===== src/rtl/if_id_queue_pkg.sv =====
// Shared widths and types for the IF/ID instruction queue.
package if_id_queue_pkg;

  localparam int INST_WIDTH     = 32;
  localparam int SYS_ADDR_SPACE = 32;

  // addi x0,x0,0: what ID sees when the queue has nothing to offer.
  localparam logic [INST_WIDTH-1:0] NOP_INST_WORD = 32'h00000013;

  typedef struct packed {
    logic [INST_WIDTH-1:0]     inst;
    logic [SYS_ADDR_SPACE-1:0] pc;
  } entry_t;

endpackage


===== src/rtl/if_id_queue_if.sv =====
// Handshake bundle between IF, the instruction queue and ID.
interface if_id_queue_if
  import if_id_queue_pkg::*;
#(
  parameter int DEPTH = 4
) ();

  logic [INST_WIDTH-1:0]     inst_i;
  logic [SYS_ADDR_SPACE-1:0] pc_i;
  logic                      valid_i;
  logic                      ready_o;
  logic                      stall_o;
  logic                      flush_i;
  logic [INST_WIDTH-1:0]     inst_o;
  logic [SYS_ADDR_SPACE-1:0] pc_o;
  logic                      valid_o;
  logic                      ready_i;
  logic [$clog2(DEPTH):0]    count_o;

  // Queue side.
  modport slave (
    input  inst_i, pc_i, valid_i, flush_i, ready_i,
    output ready_o, stall_o, inst_o, pc_o, valid_o, count_o
  );

  // IF/ID (environment) side.
  modport master (
    output inst_i, pc_i, valid_i, flush_i, ready_i,
    input  ready_o, stall_o, inst_o, pc_o, valid_o, count_o
  );

endinterface


===== src/rtl/if_id_queue_mem.sv =====
// Register-array storage for the queue: one write port, one async read port.
module if_id_queue_mem
  import if_id_queue_pkg::*;
#(
  parameter int DEPTH = 4
) (
  input  logic                     clk_i,
  input  logic                     we,
  input  logic [$clog2(DEPTH)-1:0] waddr,
  input  entry_t                   wdata,
  input  logic [$clog2(DEPTH)-1:0] raddr,
  output entry_t                   rdata
);

  entry_t mem [DEPTH];

  // Write the pushed pair; contents are don't-care until the pointers cover them.
  always_ff @(posedge clk_i) begin
    if (we) mem[waddr] <= wdata;
  end

  assign rdata = mem[raddr];

endmodule


===== src/rtl/if_id_queue.sv =====
// Circular FIFO replacing the IF_ID register: buffers fetched pairs,
// presents the oldest to ID and back-pressures IF when full.
module if_id_queue
  import if_id_queue_pkg::*;
#(
  parameter int                    DEPTH    = 4,
  parameter logic [INST_WIDTH-1:0] NOP_INST = NOP_INST_WORD
) (
  input  logic         clk_i,
  input  logic         rst_i,
  if_id_queue_if.slave q
);

  localparam int PTR_W = $clog2(DEPTH);
  localparam int CNT_W = PTR_W + 1;

  logic [PTR_W-1:0] wr_ptr;
  logic [PTR_W-1:0] rd_ptr;
  logic [CNT_W-1:0] count;
  logic             ready;
  logic             valid;
  logic             push;
  logic             pop;
  entry_t           wr_entry;
  entry_t           rd_entry;

  // Handshake decode; ready depends on registered count only, so a full
  // queue refuses a push even when ID pops in the same cycle.
  always_comb begin
    ready = (count < CNT_W'(DEPTH));
    valid = (count != '0);
    push  = q.valid_i & ready & ~q.flush_i;
    pop   = valid & q.ready_i & ~q.flush_i;
  end

  assign wr_entry = '{inst: q.inst_i, pc: q.pc_i};

  if_id_queue_mem #(.DEPTH(DEPTH)) u_mem (
    .clk_i (clk_i),
    .we    (push),
    .waddr (wr_ptr),
    .wdata (wr_entry),
    .raddr (rd_ptr),
    .rdata (rd_entry)
  );

  // Pointer and occupancy update; flush discards everything including a
  // concurrent wrong-path fetch.
  always_ff @(posedge clk_i or negedge rst_i) begin
    if (!rst_i) begin
      wr_ptr <= '0;
      rd_ptr <= '0;
      count  <= '0;
    end else if (q.flush_i) begin
      wr_ptr <= '0;
      rd_ptr <= '0;
      count  <= '0;
    end else begin
      if (push) wr_ptr <= wr_ptr + 1'b1;
      if (pop)  rd_ptr <= rd_ptr + 1'b1;
      case ({push, pop})
        2'b10:   count <= count + 1'b1;
        2'b01:   count <= count - 1'b1;
        default: count <= count;
      endcase
    end
  end

  // Head presentation: a bubble (NOP, pc 0) whenever the queue is empty.
  always_comb begin
    q.valid_o = valid;
    q.ready_o = ready;
    q.stall_o = ~ready;
    q.count_o = count;
    q.inst_o  = valid ? rd_entry.inst : NOP_INST;
    q.pc_o    = valid ? rd_entry.pc   : '0;
  end

endmodule


===== src/flat_wrapper.sv =====
// flat-port wrapper written by rule: the top's interface ports become plain ports
module if_id_queue_flat import if_id_queue_pkg::*;
#(
  parameter int                    DEPTH    = 4,
  parameter logic [INST_WIDTH-1:0] NOP_INST = NOP_INST_WORD
)
  (clk_i, rst_i, q_inst_i, q_pc_i, q_valid_i, q_flush_i, q_ready_i, q_ready_o, q_stall_o, q_inst_o, q_pc_o, q_valid_o, q_count_o);
  if_id_queue_if #(.DEPTH(DEPTH)) q_i ();
  input  logic clk_i;
  input  logic rst_i;
  input wire logic [$bits(q_i.inst_i)-1:0] q_inst_i;
  input wire logic [$bits(q_i.pc_i)-1:0] q_pc_i;
  input wire logic [$bits(q_i.valid_i)-1:0] q_valid_i;
  input wire logic [$bits(q_i.flush_i)-1:0] q_flush_i;
  input wire logic [$bits(q_i.ready_i)-1:0] q_ready_i;
  output wire logic [$bits(q_i.ready_o)-1:0] q_ready_o;
  output wire logic [$bits(q_i.stall_o)-1:0] q_stall_o;
  output wire logic [$bits(q_i.inst_o)-1:0] q_inst_o;
  output wire logic [$bits(q_i.pc_o)-1:0] q_pc_o;
  output wire logic [$bits(q_i.valid_o)-1:0] q_valid_o;
  output wire logic [$bits(q_i.count_o)-1:0] q_count_o;
  assign q_i.inst_i = q_inst_i;
  assign q_i.pc_i = q_pc_i;
  assign q_i.valid_i = q_valid_i;
  assign q_i.flush_i = q_flush_i;
  assign q_i.ready_i = q_ready_i;
  assign q_ready_o = q_i.ready_o;
  assign q_stall_o = q_i.stall_o;
  assign q_inst_o = q_i.inst_o;
  assign q_pc_o = q_i.pc_o;
  assign q_valid_o = q_i.valid_o;
  assign q_count_o = q_i.count_o;
  if_id_queue #(.DEPTH(DEPTH), .NOP_INST(NOP_INST)) u_core (.clk_i(clk_i), .rst_i(rst_i), .q(q_i));
endmodule

===== config.mk =====
export PLATFORM = sky130hd
export DESIGN_NAME = if_id_queue_flat
export DESIGN_NICKNAME = d
export VERILOG_FILES = /design/src/rtl/if_id_queue_pkg.sv /design/src/rtl/if_id_queue_if.sv /design/src/rtl/if_id_queue_mem.sv /design/src/rtl/if_id_queue.sv /design/src/flat_wrapper.sv
export SDC_FILE = /design/constraint.sdc
export NUM_CORES = 1
export LEC_CHECK = 0
export ABC_CLOCK_PERIOD_IN_PS = 8700
export CORE_MARGIN = 3
export CORE_UTILIZATION = 55
export CTS_BUF_LIST = sky130_fd_sc_hd__clkbuf_2 sky130_fd_sc_hd__clkbuf_4 sky130_fd_sc_hd__clkbuf_8
export CTS_CLUSTER_DIAMETER = 60
export CTS_CLUSTER_SIZE = 12
export DETAILED_ROUTE_END_ITERATION = 7
export PLACE_DENSITY = 0.8
export SYNTH_ARGS = -nofsm -noshare
export SYNTH_HDL_FRONTEND = slang
export SYNTH_HIERARCHICAL = 1
export SYNTH_SLANG_ARGS = --single-unit

===== constraint.sdc =====
create_clock -name clk_i -period 8.7 [get_ports clk_i]
set_input_delay 0.87 -clock clk_i [delete_from_list [all_inputs] [get_ports clk_i]]
set_output_delay 0.87 -clock clk_i [all_outputs]
set_load 0.005 [all_outputs]

==> results of run 1 <==
[kinds of logic (layout without fill, tap and decap cells)]
family                     after synthesis  after routing  synth area share
DFF                                    263            263             0.767
and+or+nand+nor                         86             86            0.0515
muxes                                   64             64             0.142
buffers and inverters                   26            188            0.0255
AOI/OAI and AO/OA                       11             11           0.00793
xor gates and xnor gates                 5              5           0.00427
adders and majority gates                1              1           0.00195
[state kept, by name, summed over array words and instances (netlist names)]
register	count
u_core/rd_ptr	2
u_core/q.count_o	3
u_core/wr_ptr	2
u_core/u_mem/mem	256
[worst max path at each step]
stage / startpoint / depth (start not counted) / slack (ns) / endpoint
detailed placement: u_core/rd_ptr[0] / 4 / 4.95 / q_inst_o[1]
CTS: u_core/rd_ptr[0] / 4 / 4.36 / q_inst_o[1]
global placement: u_core/rd_ptr[0] / 4 / 4.96 / q_pc_o[1]
finish: u_core/rd_ptr[0] / 4 / 4.51 / q_inst_o[1]
floorplan: q_flush_i / 3 / 2.20 / u_core/u_mem/mem[0][0]
global route: u_core/rd_ptr[0] / 4 / 4.23 / q_inst_o[31]
[metrics by stage]
| stage | hold WS (ns) | setup slack (ns) |
|---|---|---|
| 6_report | 0.634 | 4.51 |
| 5_1_grt | 0.644 | 4.23 |
| 4_1_cts | 0.603 | 4.36 |
| 3_5_place_dp | 0.648 | 4.95 |
| 3_3_place_gp | 0.596 | 4.96 |
| 2_1_floorplan | 0.504 | 2.20 |
[critical path: stages, from the launching register on]
cell,delay (ns)
dfrtp_4,0.85
buf_4,0.67
mux4_2,0.60
nand2b_1,0.15
clkdlybuf4s50_1,0.49
[Yosys cell counts (all sizes together)]
master,number,share of area
or3,1,0.00061
xnor2,1,0.00085
and3,1,0.00061
a311oi,1,0.00085
a32oi,1,0.00085
and3b,2,0.0017
buf,22,0.024
fa,1,0.0020
a211oi,3,0.0022
and2,61,0.037
edfxtp,256,0.75
nor3,2,0.00098
o311ai,1,0.00085
a21oi,2,0.00098
nor3b,1,0.00073
nand3,1,0.00049
or2,1,0.00061
inv,1,0.00037
dfrtp,7,0.017
a21o,2,0.0015
clkbuf,3,0.0012
nor2,5,0.0018
mux4,64,0.14
or2b,1,0.00073
xor2,4,0.0034
nand2,2,0.00073
o31ai,1,0.00073
nand2b,4,0.0024
nand3b,3,0.0022
nor2b,1,0.00061
[final cells by class]
cell class                 count  area, µm²
sequential                   263       7870
fill                        1176       5930
multi-input combinational    167       2150
timing repair buffer         142       1410
clock buffer                  45        494
tap                          229        287
inverter                       1       3.75
[routing by layer]
metal	track usage	up-vias	routed length [µm]
li1	-	2140	-
met2	0.316	184	9660
met4	0.0530	2	392
met3	0.0339	33	1250
met5	0	-	9
met1	0.265	2532	7710
[power groups by stage]
stage	Sequential (mW)	Clock, mW	Combinational, mW
final	1.51	0.725	0.642
after detailed placement	1.55	0	0.652
after floorplan	1.50	0	0.410
after global placement	1.54	0	0.644
after CTS	1.52	0.756	0.654
after global routing	1.53	0.798	0.693
==> results.yml, run 1 <==
run_status:
  status: "finished, final reports clean"
placement:
  dpl.cell_count: 802
  portBuffers: 138
  place_congestion: 0.729
  place_area_um2: 11700
  dpl.hpwl_um: 11000
sta:
  max_clock_freq_mhz: 239
  setup_violations: 0
  fin_crit_sh: 0.482
  final-hold-violation-count: 0
  rsz0062_at_grt: "no"
  period_minus_slack_ns: 4.19
  clock-skew-final_ns: 0.00603
  fin_setup_tns_ns: 0
  slew_violations: 0
  tightest_slew_ns: 1.16
  relSlewSlack: 0.229
setup_path:
  cp_data_required_time_ns: 7.83
  r2r_slack_ns: 6.03
  reg2reg_from: "u_core/q.count_o[2]"
  path_max_fanout: 36
  rr_endpoint: "u_core/u_mem/mem[0][63]"
  startpoint_type: "flop"
  reg2reg_depth: 4
  end_kind: "output pin"
  cp_data_arrival_time_ns: 3.32
  critPathKind: "reg2out"
grt:
  grt_max_degree: 66
  grt.overflow.total: 0
  antenna_found_initial: 1
  grtUsageTotal: 0.190
  grt_pass1_vias: 5276
  grt_pass1_wl_um: 29400
synthesis:
  synth_warnings: 6
  avgSynthCellArea_um2: 22.5
  ys_types: 36
  syn-instance-count: 456
  synth-seq-cells: 263
  synth.cell_area_um2: 10300
  yosysSeqAreaShare: 0.767
  synth_nets: 526
clock_network:
  cts.repair.resized: 0
  cts_made_buffers: 25
  post-cts-setup-buffer-count: 0
  clockBufferDepth: 3
  ctsRootBufferMaster: "clkbuf_8"
  clkLatencyLatePin_ns: 0.52
  cts_htree_levels: 1
  clkSlewWorstSetupHoldPaths_ns: 0.08
  cts.sinks: 263
  ctsHoldBuffers: 0
  tritoncts: "yes"
min_path:
  hold_class: "in2async"
routing:
  wirelength_um: 19000
  dr.pass1.iters: 5
  drt_iter0_markers: 391
  vias: 4891
  drc: 0
  wl_per_cell_um: 22.5
  via_per_inst: 5.77
  ant_nets: 0
die:
  start_util: 0.565
  die-area_um2: 20300
  die_h_um: 143
  rows: 49
  core_area_um2: 18100
  ios: 139
  die_w_um: 143
finish:
  fin_util: 0.673
  fin_nets: 670
  fin_area_um2: 12200
  area.growth.synth_to_final_pct: 19.1
  drive_gt1_frac: 0.189
  n_antenna_cell: 0
  layout_common_cells: "edfxtp_1, clkdlybuf4s50_1, and2_1"
  layoutNonFillerInstCount: 847
  final_common_cell: "edfxtp_1"
power:
  intPower_mw: 2.21
  sw_frac_of_total: 0.234
  p_clk_frac: 0.252
  p_sw_mw: 0.674
  seq_power_share: 0.526
  p_leak_nw: 3.85
  p_comb_frac: 0.223
  power_mw: 2.88
  vdd.ir_drop.worst_uv: 125
  cellPowerDensity_nw_per_um2: 236
job:
  drv_cap: 0
(Power assumes the default switching activity.)
==> run 2: changes to the inputs <==
--- a/config.mk
+++ b/config.mk
@@ -5,7 +5,7 @@
 export SDC_FILE = /design/constraint.sdc
 export NUM_CORES = 1
 export LEC_CHECK = 0
-export ABC_CLOCK_PERIOD_IN_PS = 8700
+export ABC_CLOCK_PERIOD_IN_PS = 4310
 export CORE_MARGIN = 3
 export CORE_UTILIZATION = 55
 export CTS_BUF_LIST = sky130_fd_sc_hd__clkbuf_2 sky130_fd_sc_hd__clkbuf_4 sky130_fd_sc_hd__clkbuf_8
==> constraint.sdc (replaced) <==
create_clock -name clk_i -period 4.31 [get_ports clk_i]
set_input_delay 0.431 -clock clk_i [delete_from_list [all_inputs] [get_ports clk_i]]
set_output_delay 0.431 -clock clk_i [all_outputs]
set_load 0.005 [all_outputs]
==> results.yml, run 2 (synthesized netlist as in run 1, its figures left out) <==
run_status:
  status: "finished, final reports clean"
setup_path:
  cp_data_required_time_ns: 3.88
  end_kind: "output pin"
  cp_data_arrival_time_ns: 2.88
  critPathKind: "reg2out"
  critPathTopFamily: "buffers and inverters"
  worst-path-buf-inv: 2
  worst_path_largest_cell_delay_ns: 0.66
  path_cells: "buf_4 > mux4_1 > and2_1 > clkdlybuf4s50_1"
  worst_path_max_delay_cell: "mux4_1"
  path_max_fanout: 19
  startpoint_type: "flop"
routing:
  ant_nets: 0
  wl_per_cell_um: 21.9
  drt_iter0_markers: 376
  vias: 4855
  via_per_inst: 5.77
  wirelength_um: 18400
  drc: 0
  dr.pass1.iters: 4
die:
  ios: 139
  die_w_um: 143
  core_area_um2: 18100
  start_util: 0.565
  rows: 49
  die-area_um2: 20300
  die_h_um: 143
clock_network:
  tritoncts: "yes"
  ctsRootBufferMaster: "clkbuf_8"
  cts.repair.resized: 0
  cts_htree_levels: 1
  clkLatencyLatePin_ns: 0.52
  post-cts-setup-buffer-count: 0
  clockBufferDepth: 3
  cts.sinks: 263
  clkSlewWorstSetupHoldPaths_ns: 0.08
  cts_made_buffers: 25
  ctsHoldBuffers: 0
finish:
  n_antenna_cell: 0
  top_register: "u_core/u_mem/mem"
  largest_register_ffs: 256
  area.growth.synth_to_final_pct: 18.8
  fillers: 1146
  final_common_cell: "edfxtp_1"
  drive_gt1_frac: 0.183
  layoutNonFillerInstCount: 842
  layout_common_cells: "edfxtp_1, clkdlybuf4s50_1, and2_1"
  fin_nets: 675
  fin_util: 0.671
grt:
  grtUsageTotal: 0.186
  grt_max_degree: 66
  grt_pass1_wl_um: 28900
  grt_pass1_vias: 5080
  grt.overflow.total: 0
  antenna_found_initial: 0
sta:
  relSlewSlack: 0.316
  slew_violations: 0
  fin_crit_sh: 0.769
  rsz0062_at_grt: "no"
  max_clock_freq_mhz: 302
  timing.final.ws_setup_ns: 0.998
  setup_violations: 0
  period_minus_slack_ns: 3.31
  whs_ns: 0.171
  final-hold-violation-count: 0
  clock-skew-final_ns: 0.00677
  tightest_slew_ns: 1.03
  fin_setup_tns_ns: 0
placement:
  portBuffers: 138
  place_ws_ns: 1.40
  dpl.cell_count: 807
  place_congestion: 0.767
  dpl.hpwl_um: 10900
power:
  vdd.ir_drop.worst_uv: 462
  p_leak_nw: 3.83
  cellPowerDensity_nw_per_um2: 468
min_path:
  hold_class: "in2async"
job:
  drv_cap: 0
==> run 2: changes by cell type in the layout (fill, tap and decap cells not counted) <==
cell,change
nor3b_4,+1
clkbuf_4,-10
buf_4,+5
nor3b_2,-1
==> run 2: worst paths after layout <==
kind | startpoint | end | slack, ns | cells after the start
max in group asynchronous | rst_i | u_core/rd_ptr[0] | 3.86 | 1
worst min register to register | u_core/wr_ptr[1] | u_core/wr_ptr[1] | 0.69 | 2
worst max-delay path | u_core/rd_ptr[0] | q_pc_o[2] | 1.0 | 4
min in group clk_i | q_inst_i[16] | u_core/u_mem/mem[1][48] | 0.54 | 1
worst min-delay path | rst_i | u_core/q.count_o[2] | 0.17 | 1
worst max register to register | u_core/q.count_o[2] | u_core/u_mem/mem[1][33] | 1.84 | 4
==> run 2: routing by layer <==
layer | GRT usage | vias up | wire length [µm]
li1 | - | 2143 | -
met1 | 0.281 | 2481 | 7910
met2 | 0.295 | 198 | 8950
met3 | 0.0292 | 33 | 1220
met4 | 0.0420 | 0 | 324
met5 | 0 | - | 0
==> run 2: power by group <==
group	internal (mW)	leakage, nW	switching (mW)
sequential	2.94	2.41	0.0980
clock	0.615	0.226	0.732
combinational	0.817	1.19	0.504
total	4.37	3.83	1.33
==> run 2: cell type report <==
| cell class | count | area [µm²] | area share |
|---|---|---|---|
| Inverter | 1 | 3.75 | 0.000308 |
| Tap cell | 229 | 287 | 0.0235 |
| Multi-Input combinational cell | 167 | 2150 | 0.177 |
| Sequential cell | 263 | 7870 | 0.646 |
| Timing Repair Buffer | 147 | 1450 | 0.119 |
| Clock buffer | 35 | 419 | 0.0344 |
==> run 2: stage by stage <==
step / total power [mW] / cell area [µm²]
floorplan: 3.86 / 10300
global placement: 4.41 / 11800
detailed placement: 4.44 / 11800
CTS: 5.78 / 12200
global route: 5.99 / 12200
finish: 5.70 / 12200
==> run 3: changes to the inputs <==
--- a/config.mk
+++ b/config.mk
@@ -5,7 +5,7 @@
 export SDC_FILE = /design/constraint.sdc
 export NUM_CORES = 1
 export LEC_CHECK = 0
-export ABC_CLOCK_PERIOD_IN_PS = 4310
+export ABC_CLOCK_PERIOD_IN_PS = 3100
 export CORE_MARGIN = 3
 export CORE_UTILIZATION = 55
 export CTS_BUF_LIST = sky130_fd_sc_hd__clkbuf_2 sky130_fd_sc_hd__clkbuf_4 sky130_fd_sc_hd__clkbuf_8
==> constraint.sdc (replaced) <==
create_clock -name clk_i -period 3.1 [get_ports clk_i]
set_input_delay 0.31 -clock clk_i [delete_from_list [all_inputs] [get_ports clk_i]]
set_output_delay 0.31 -clock clk_i [all_outputs]
set_load 0.005 [all_outputs]
==> results.yml, run 3 (synthesized netlist as in run 1, its figures left out) <==
clock_network:
  cts_htree_levels: 1
  cts_made_buffers: 25
  clockBufferDepth: 3
  clkSlewWorstSetupHoldPaths_ns: 0.08
  clkLatencyLatePin_ns: 0.51
  ctsHoldBuffers: 0
  cts.sinks: 263
  ctsRootBufferMaster: "clkbuf_8"
  tritoncts: "yes"
power:
  vdd.ir_drop.worst_uv: 609
  p_leak_nw: 3.92
  p_sw_mw: 1.90
  p_clk_frac: 0.249
  sw_frac_of_total: 0.233
  cellPowerDensity_nw_per_um2: 658
  power_mw: 8.15
  intPower_mw: 6.25
  p_comb_frac: 0.237
  seq_power_share: 0.515
routing:
  vias: 4850
  dr_wl_met2_um: 9130
  dr.pass1.iters: 4
  wl_met1_um: 7890
  ant_nets: 0
  drc: 0
  wl_per_cell_um: 21.7
  via_per_inst: 5.65
  dr_wl_met3_um: 1300
  top_layer: "met5"
  wirelength_um: 18600
  drt_iter0_markers: 318
setup_path:
  r2r_slack_ns: 0.71
  critPathTopFamily: "simple AND/OR/NAND/NOR gates"
  path_max_fanout: 65
  worst_path_max_delay_cell: "or3_2"
  reg2reg_from: "u_core/q.count_o[2]"
  critPathKind: "reg2out"
  end_kind: "output pin"
  worst-path-buf-inv: 2
  startpoint_type: "flop"
  worstSetupPathDepth: 4
  rr_endpoint: "u_core/q.count_o[1]"
  cp_data_required_time_ns: 2.79
  path_cells: "or3_2 > buf_6 > and2_1 > clkdlybuf4s50_1"
  reg2reg_depth: 6
  cp_data_arrival_time_ns: 2.59
  startpoint: "u_core/q.count_o[2]"
  endpoint: "q_inst_o[27]"
  worst_path_largest_cell_delay_ns: 0.54
sta:
  setup_violations: 0
  fin_setup_tns_ns: 0
  max_clock_freq_mhz: 345
  tightest_slew_ns: 0.619
  clock-skew-final_ns: 0.00974
  period_minus_slack_ns: 2.90
  fin_crit_sh: 0.935
  relSlewSlack: 0.584
  slew_violations: 0
  rsz0062_at_grt: "no"
  timing.final.ws_setup_ns: 0.203
  final-hold-violation-count: 0
finish:
  layoutNonFillerInstCount: 859
  largest_register_ffs: 256
  layout_common_cells: "edfxtp_1, clkdlybuf4s50_1, and2_1"
  fin_util: 0.682
  final_common_cell: "edfxtp_1"
  top_register: "u_core/u_mem/mem"
  area.growth.synth_to_final_pct: 20.7
  drive_gt1_frac: 0.203
  fin_nets: 681
grt:
  antenna_found_initial: 1
  grt_pass1_vias: 5126
  grtUsageTotal: 0.186
  grt.overflow.total: 0
  grt_max_degree: 66
  grt_pass1_wl_um: 29000
die:
  start_util: 0.565
  die_w_um: 143
  die-area_um2: 20300
  core_area_um2: 18100
  die_h_um: 143
  ios: 139
  rows: 49
placement:
  dpl.hpwl_um: 11200
  place_congestion: 0.758
  dpl.cell_count: 812
  portBuffers: 138
  place_ws_ns: 0.574
run_status:
  status: "finished, final reports clean"
job:
  drv_cap: 0
min_path:
  hold_class: "in2async"
## run 3: cell count changes in the layout (fill, tap and decap cells not counted)
cell      delta
clkbuf_4    +10
buf_12       +5
buf_4        -1
buf_6        +1
buf_8        +1
diode_2      +1
## run 3: worst reg2reg max path: stages (launching register included)
cell      delay [ns]
dfrtp_1         0.53
o31ai_1         0.62
nor3_1          0.12
fa_1            0.53
a21o_1          0.09
nand2_1         0.06
a311oi_1        0.33
## run 3: cell type report
type,instances,area (µm²)
Antenna cell,1,2.50
Clock buffer,45,494
Fill cell,1168,5770
Inverter,1,3.75
Multi-Input combinational cell,167,2150
Sequential cell,263,7870
Tap cell,229,287
Timing Repair Buffer,153,1570
## run 3: worst min path at each step
stage,start,to,depth (start not counted)
finish,rst_i,u_core/q.count_o[0],1
global route,rst_i,u_core/q.count_o[0],1
CTS,rst_i,u_core/q.count_o[0],1
detailed placement,rst_i,u_core/q.count_o[0],1
global placement,rst_i,u_core/q.count_o[0],1
floorplan,rst_i,u_core/q.count_o[0],0
## run 3: through the flow
step	instance area, µm²	hold WS (ns)
6_report	12400	0.0542
4_1_cts	12400	0.0159
2_1_floorplan	10300	0.0144
5_1_grt	12400	0.0425
3_3_place_gp	11900	0.601
3_5_place_dp	11900	0.601
## run 3: layer usage
metal,global-route usage,up-vias
met3,0.0360,28
met4,0.0410,2
met1,0.275,2480
met2,0.295,178
li1,-,2162
met5,0,-
## run 3: what timing repair did
| action | in CTS | in global routing |
|---|---|---|
| endpoints found under the setup margin | 2 | 10 |
| pin swaps | 0 | 0 |
| gates resized for setup | 0 | 1 |
| hold endpoints to repair | 0 | 0 |
| buffers inserted | 1 | 0 |
| cloned | 0 | 0 |
## run 3: power groups by stage
stage / Sequential, mW / Combinational, mW / Clock [mW]
6_report: 4.19 / 1.93 / 2.02
5_1_grt: 4.21 / 2.09 / 2.24
4_1_cts: 4.20 / 1.96 / 2.10
3_5_place_dp: 4.30 / 1.92 / 0
3_3_place_gp: 4.28 / 1.89 / 0
2_1_floorplan: 4.21 / 1.15 / 0
